[config.mk]
export PLATFORM = sky130hd
export DESIGN_NAME = axi4_lite_arbiter
export DESIGN_NICKNAME = d
export VERILOG_FILES = /design/src/rtl/axi4_lite_arbiter.sv
export SDC_FILE = /design/constraint.sdc
export NUM_CORES = 1
export LEC_CHECK = 0
export CORE_AREA = 2 2 141 143
export CTS_CLUSTER_SIZE = 25
export DETAILED_ROUTE_END_ITERATION = 6
export DIE_AREA = 0 0 143 145
export PLACE_DENSITY = 0.55
export SYNTH_ARGS = -nofsm -noshare
export SYNTH_HDL_FRONTEND = slang
export SYNTH_SLANG_ARGS = --single-unit
[constraint.sdc]
create_clock -name iClock -period 2.1 [get_ports iClock]
set_input_delay 0.21 -clock iClock [delete_from_list [all_inputs] [get_ports iClock]]
set_output_delay 0.21 -clock iClock [all_outputs]
set_load 0.005 [all_outputs]
[src/rtl/axi4_lite_arbiter.sv]
// Two-requester AXI4-Lite arbiter: IFU (read-only) and LSU (read/write) share one
// downstream master port, one transaction at a time, round-robin on contention.
module axi4_lite_arbiter #(
  parameter int ADDR_WIDTH = 32,
  parameter int DATA_WIDTH = 32,
  parameter int MASK_WIDTH = 4,
  parameter int RESP_WIDTH = 2
) (
  input  logic                  iClock,
  input  logic                  iResetN,
  input  logic                  pIFU_ar_valid,
  input  logic [ADDR_WIDTH-1:0] pIFU_ar_addr,
  output logic                  pIFU_ar_ready,
  output logic                  pIFU_r_valid,
  output logic [DATA_WIDTH-1:0] pIFU_r_data,
  output logic [RESP_WIDTH-1:0] pIFU_r_resp,
  input  logic                  pIFU_r_ready,
  input  logic                  pLSU_ar_valid,
  input  logic [ADDR_WIDTH-1:0] pLSU_ar_addr,
  output logic                  pLSU_ar_ready,
  output logic                  pLSU_r_valid,
  output logic [DATA_WIDTH-1:0] pLSU_r_data,
  output logic [RESP_WIDTH-1:0] pLSU_r_resp,
  input  logic                  pLSU_r_ready,
  input  logic                  pLSU_aw_valid,
  input  logic [ADDR_WIDTH-1:0] pLSU_aw_addr,
  output logic                  pLSU_aw_ready,
  input  logic                  pLSU_w_valid,
  input  logic [DATA_WIDTH-1:0] pLSU_w_data,
  input  logic [MASK_WIDTH-1:0] pLSU_w_strb,
  output logic                  pLSU_w_ready,
  output logic                  pLSU_b_valid,
  output logic [RESP_WIDTH-1:0] pLSU_b_resp,
  input  logic                  pLSU_b_ready,
  output logic                  pAXI4_ar_valid,
  output logic [ADDR_WIDTH-1:0] pAXI4_ar_addr,
  input  logic                  pAXI4_ar_ready,
  input  logic                  pAXI4_r_valid,
  input  logic [DATA_WIDTH-1:0] pAXI4_r_data,
  input  logic [RESP_WIDTH-1:0] pAXI4_r_resp,
  output logic                  pAXI4_r_ready,
  output logic                  pAXI4_aw_valid,
  output logic [ADDR_WIDTH-1:0] pAXI4_aw_addr,
  input  logic                  pAXI4_aw_ready,
  output logic                  pAXI4_w_valid,
  output logic [DATA_WIDTH-1:0] pAXI4_w_data,
  output logic [MASK_WIDTH-1:0] pAXI4_w_strb,
  input  logic                  pAXI4_w_ready,
  input  logic                  pAXI4_b_valid,
  input  logic [RESP_WIDTH-1:0] pAXI4_b_resp,
  output logic                  pAXI4_b_ready,
  output logic [1:0]            oGrant
);

  // State encoding doubles as the oGrant code.
  typedef enum logic [1:0] {
    IDLE       = 2'd0,
    GNT_IFU_RD = 2'd1,
    GNT_LSU_RD = 2'd2,
    GNT_LSU_WR = 2'd3
  } state_t;

  state_t r_state;
  state_t w_next;
  logic   r_last;      // last winner: 0 = IFU, 1 = LSU
  logic   w_ifu_req;
  logic   w_lsu_req;
  state_t w_lsu_state;

  assign w_ifu_req   = pIFU_ar_valid;
  assign w_lsu_req   = pLSU_aw_valid | pLSU_ar_valid;
  assign w_lsu_state = pLSU_aw_valid ? GNT_LSU_WR : GNT_LSU_RD;
  assign oGrant      = r_state;

  always_ff @(posedge iClock or negedge iResetN) begin
    if (!iResetN) begin
      r_state <= IDLE;
      r_last  <= 1'b1;
    end else begin
      r_state <= w_next;
      if (r_state == IDLE && w_next != IDLE)
        r_last <= (w_next != GNT_IFU_RD);
    end
  end

  // A handshake completes on a cycle where valid and ready are both high at the
  // rising edge; grants only release on the response handshake of the owner.
  always_comb begin
    w_next = r_state;
    case (r_state)
      IDLE: begin
        if (w_ifu_req && w_lsu_req) w_next = r_last ? GNT_IFU_RD : w_lsu_state;
        else if (w_ifu_req)         w_next = GNT_IFU_RD;
        else if (w_lsu_req)         w_next = w_lsu_state;
      end
      GNT_IFU_RD, GNT_LSU_RD: if (pAXI4_r_valid && pAXI4_r_ready) w_next = IDLE;
      GNT_LSU_WR:             if (pAXI4_b_valid && pAXI4_b_ready) w_next = IDLE;
      default:                w_next = IDLE;
    endcase
  end

  always_comb begin
    pIFU_ar_ready  = 1'b0;
    pIFU_r_valid   = 1'b0;
    pIFU_r_data    = '0;
    pIFU_r_resp    = '0;
    pLSU_ar_ready  = 1'b0;
    pLSU_r_valid   = 1'b0;
    pLSU_r_data    = '0;
    pLSU_r_resp    = '0;
    pLSU_aw_ready  = 1'b0;
    pLSU_w_ready   = 1'b0;
    pLSU_b_valid   = 1'b0;
    pLSU_b_resp    = '0;
    pAXI4_ar_valid = 1'b0;
    pAXI4_ar_addr  = '0;
    pAXI4_r_ready  = 1'b0;
    pAXI4_aw_valid = 1'b0;
    pAXI4_aw_addr  = '0;
    pAXI4_w_valid  = 1'b0;
    pAXI4_w_data   = '0;
    pAXI4_w_strb   = '0;
    pAXI4_b_ready  = 1'b0;
    case (r_state)
      GNT_IFU_RD: begin
        pAXI4_ar_valid = pIFU_ar_valid;
        pAXI4_ar_addr  = pIFU_ar_addr;
        pIFU_ar_ready  = pAXI4_ar_ready;
        pIFU_r_valid   = pAXI4_r_valid;
        pIFU_r_data    = pAXI4_r_data;
        pIFU_r_resp    = pAXI4_r_resp;
        pAXI4_r_ready  = pIFU_r_ready;
      end
      GNT_LSU_RD: begin
        pAXI4_ar_valid = pLSU_ar_valid;
        pAXI4_ar_addr  = pLSU_ar_addr;
        pLSU_ar_ready  = pAXI4_ar_ready;
        pLSU_r_valid   = pAXI4_r_valid;
        pLSU_r_data    = pAXI4_r_data;
        pLSU_r_resp    = pAXI4_r_resp;
        pAXI4_r_ready  = pLSU_r_ready;
      end
      GNT_LSU_WR: begin
        pAXI4_aw_valid = pLSU_aw_valid;
        pAXI4_aw_addr  = pLSU_aw_addr;
        pLSU_aw_ready  = pAXI4_aw_ready;
        pAXI4_w_valid  = pLSU_w_valid;
        pAXI4_w_data   = pLSU_w_data;
        pAXI4_w_strb   = pLSU_w_strb;
        pLSU_w_ready   = pAXI4_w_ready;
        pLSU_b_valid   = pAXI4_b_valid;
        pLSU_b_resp    = pAXI4_b_resp;
        pAXI4_b_ready  = pLSU_b_ready;
      end
      default: ;
    endcase
  end

endmodule
==> results <==
[final cells by class]
class / instances / area, um2 / area share, %
timing repair buffer: 391 / 4100 / 65.9
sequential: 3 / 76.3 / 1.23
inverter: 4 / 15.0 / 0.241
clock buffer: 4 / 78.8 / 1.27
tap: 265 / 332 / 5.33
multi-input combinational: 237 / 1620 / 26.0
[timing repair]
item / CTS / global route
gates resized for setup: 51 / 45
endpoints found under the setup margin: 69 / 88
setup buffers: 7 / 6
cloned: 7 / 0
pin swaps: 3 / 4
[where the power goes]
part / internal [W] / switching, W
clock network: 0.000251 / 0.0000558
logic: 0.00314 / 0.00193
registers: 0.0000958 / 0.0000240
total: 0.00348 / 0.00201
[flip-flops by register name (all words and copies together) (netlist names)]
| register | count |
|---|---|
| oGrant | 2 |
| r_last | 1 |
[metrics by stage]
stage	worst slack, ns	power (W)
CTS	-0.0161	0.00570
finish	0.0650	0.00549
floorplan	0.579	0.00183
global placement	0.140	0.00460
detailed placement	0.112	0.00457
global route	-0.0219	0.00596
[final timing paths]
check / from / end / slack (ns) / cells past startpoint
max in group asynchronous: iResetN / r_last / 1.70 / 1
worst min-delay path: iResetN / oGrant[0] / 0.18 / 1
min in group iClock: r_last / r_last / 0.49 / 2
worst max register to register: oGrant[0] / oGrant[0] / 0.27 / 8
worst min register to register: r_last / r_last / 0.49 / 2
worst max-delay path: oGrant[0] / pLSU_r_data[29] / 0.07 / 6
[routing by layer]
metal / part of all wire [%] / GRT usage [%] / routed length (um) / up-vias
met5: 0 / 0 / 0 / -
met4: 1.5 / 2.62 / 199 / 0
met3: 8.9 / 2.38 / 1200 / 13
met2: 51 / 23.7 / 6920 / 213
met1: 38 / 13.5 / 5150 / 1434
li1: - / - / - / 1609
[logic make-up after synthesis]
logic type / count (synthesis) / share of synthesized area (%)
simple gates: 192 / 67.4
buf+inv: 31 / 7.91
fa+ha+maj: 4 / 2.85
flops: 3 / 4.35
compound gates: 41 / 17.4
[cells in the final DEF (no fill, tap or decap), types with 3 or more instances in the layout]
cell / instances
a22oi_1: 30
nor2b_1: 33
dlygate4sd2_1: 35
and2_1: 145
buf_12: 9
ha_4: 4
nand2_1: 4
buf_4: 11
buf_16: 3
clkdlybuf4s50_1: 294
and2_4: 3
a22oi_2: 4
clkbuf_16: 3
dlymetal6s2s_1: 35
[worst register-to-register path, stage by stage (launching register included)]
cell     delay (ns)
dfrtp_1        0.40
inv_2          0.12
ha_4           0.24
buf_4          0.14
buf_4          0.14
nor2b_1        0.13
a221o_1        0.35
nand3_1        0.11
o21ai_1        0.07
==> results.py <==
metrics = {
    "clock_network": {
        "cts_hold_buf": 0,
        "cts_root_buf": "clkbuf_16",
        "clk_latency_ns": 0.23,
        "htree_levels": 1,
        "clkTransAtPathRegs_ns": 0.03,
        "cts_buffers": 3,
        "cts_buffer_depth": 2,
        "clock-sinks": 3,
        "cts_tree": "done",
    },
    "critical_path": {
        "cp_slowest_stage_delay_ns": 0.49,
        "crit_arrival_ns": 1.82,
        "worst_path_max_delay_cell": "clkdlybuf4s50_1",
        "crit_family": "buffers and inverters",
        "startpoint_type": "register",
        "cp-end-kind": "output pin",
        "crit_chain": "inv_2 -> ha_4 -> buf_12 -> buf_8 -> and2_1 -> clkdlybuf4s50_1",
        "crit_path_max_fanout": 16,
        "cp.required_ns": 1.89,
        "crit_buf_inv": 4,
        "worstSetupPathType": "register to output pin",
    },
    "sta": {
        "grt_setup_unrepaired": "true",
        "setup_viol": 0,
        "relSlewSlack_pct": 85.5,
        "skew_ns": 0.00203,
        "finalHoldViolations": 0,
        "setup_tns_ns": 0,
        "timing.fmax_mhz": 491,
        "post-route-period-util_pct": 96.9,
        "tightest_slew_ns": 0.216,
        "hold-worst-slack_ns": 0.175,
        "fin_crit_ns": 2.03,
        "maxSlewViolCount": 0,
    },
    "global_route": {
        "grt_max_degree": 36,
        "grt_pass1_wl_um": 19700,
        "antenna_found_initial": 0,
        "grt_usage_pct": 12.2,
        "gr-total-overflow": 0,
        "first_global_vias": 3437,
    },
    "detailed_routing": {
        "drtAntennaViolNets": 0,
        "viasPerCell": 3.62,
        "drtIter0Drc": 107,
        "finalWirelength_um": 13500,
        "first_pass_iters": 6,
        "wl_per_cell_um": 14.9,
        "detailroute.via_count": 3269,
        "post-route-drc-count": 0,
    },
    "logic_synthesis": {
        "netlist_area_um2": 1760,
        "synth_edf_count": 0,
        "yosys-top-cells-count": "148 x and2_1, 35 x nor2b_1, 33 x a22oi_1",
        "synth-async-reset-ratio_pct": 100,
        "synth_top_area_share_pct": 52.7,
        "synth.area.top_cells": "and2_1 53%, a22oi_1 14%, nor2b_1 12%, buf_2 2.8%, dfrtp_1 2.8%",
        "ys_seq_area_share_pct": 4.34,
        "syn_inst": 271,
        "syn_nets": 457,
        "synth_cell_types": 24,
        "yosysWarnings": 0,
        "yosysTopAreaCell": "and2_1",
        "synth_ff_type": "dfrtp_1",
        "syn_area_per_cell_um2": 6.48,
        "yosysMostFrequentCell": "and2_1",
        "synth_seq_cells": 3,
    },
    "finish": {
        "fillCellCount": 2045,
        "final_area_um2": 6220,
        "final_cells": 904,
        "nNetsFinal": 826,
        "final_util_pct": 32.4,
        "drive_gt1_share_pct": 7.04,
        "diodes": 0,
        "area_delta_synth_final_pct": 254,
    },
    "placed_design": {
        "dp_hpwl_um": 9860,
        "portBuffers": 365,
        "dp_cells": 883,
        "gp_congestion": 0.759,
        "placed_area_um2": 5760,
    },
    "floorplan": {
        "start_util_pct": 9.15,
        "die_w_um": 143,
        "die-area_um2": 20700,
        "core_area_um2": 19200,
        "fp.dieH_um": 145,
        "rows": 51,
        "ioPinCount": 366,
    },
    "min_path": {
        "hold_class": "primary input to async pin",
    },
    "job": {
        "drv_cap": 0,
    },
    "power_and_ir_drop": {
        "vdd_drop_max_mv": 0.392,
        "p_leak_nw": 2.99,
        "power.density_nw_per_um2": 883,
    },
    "outcome": {
        "outcome": "complete, no violations",
    },
}
(Power assumes the default switching activity.)
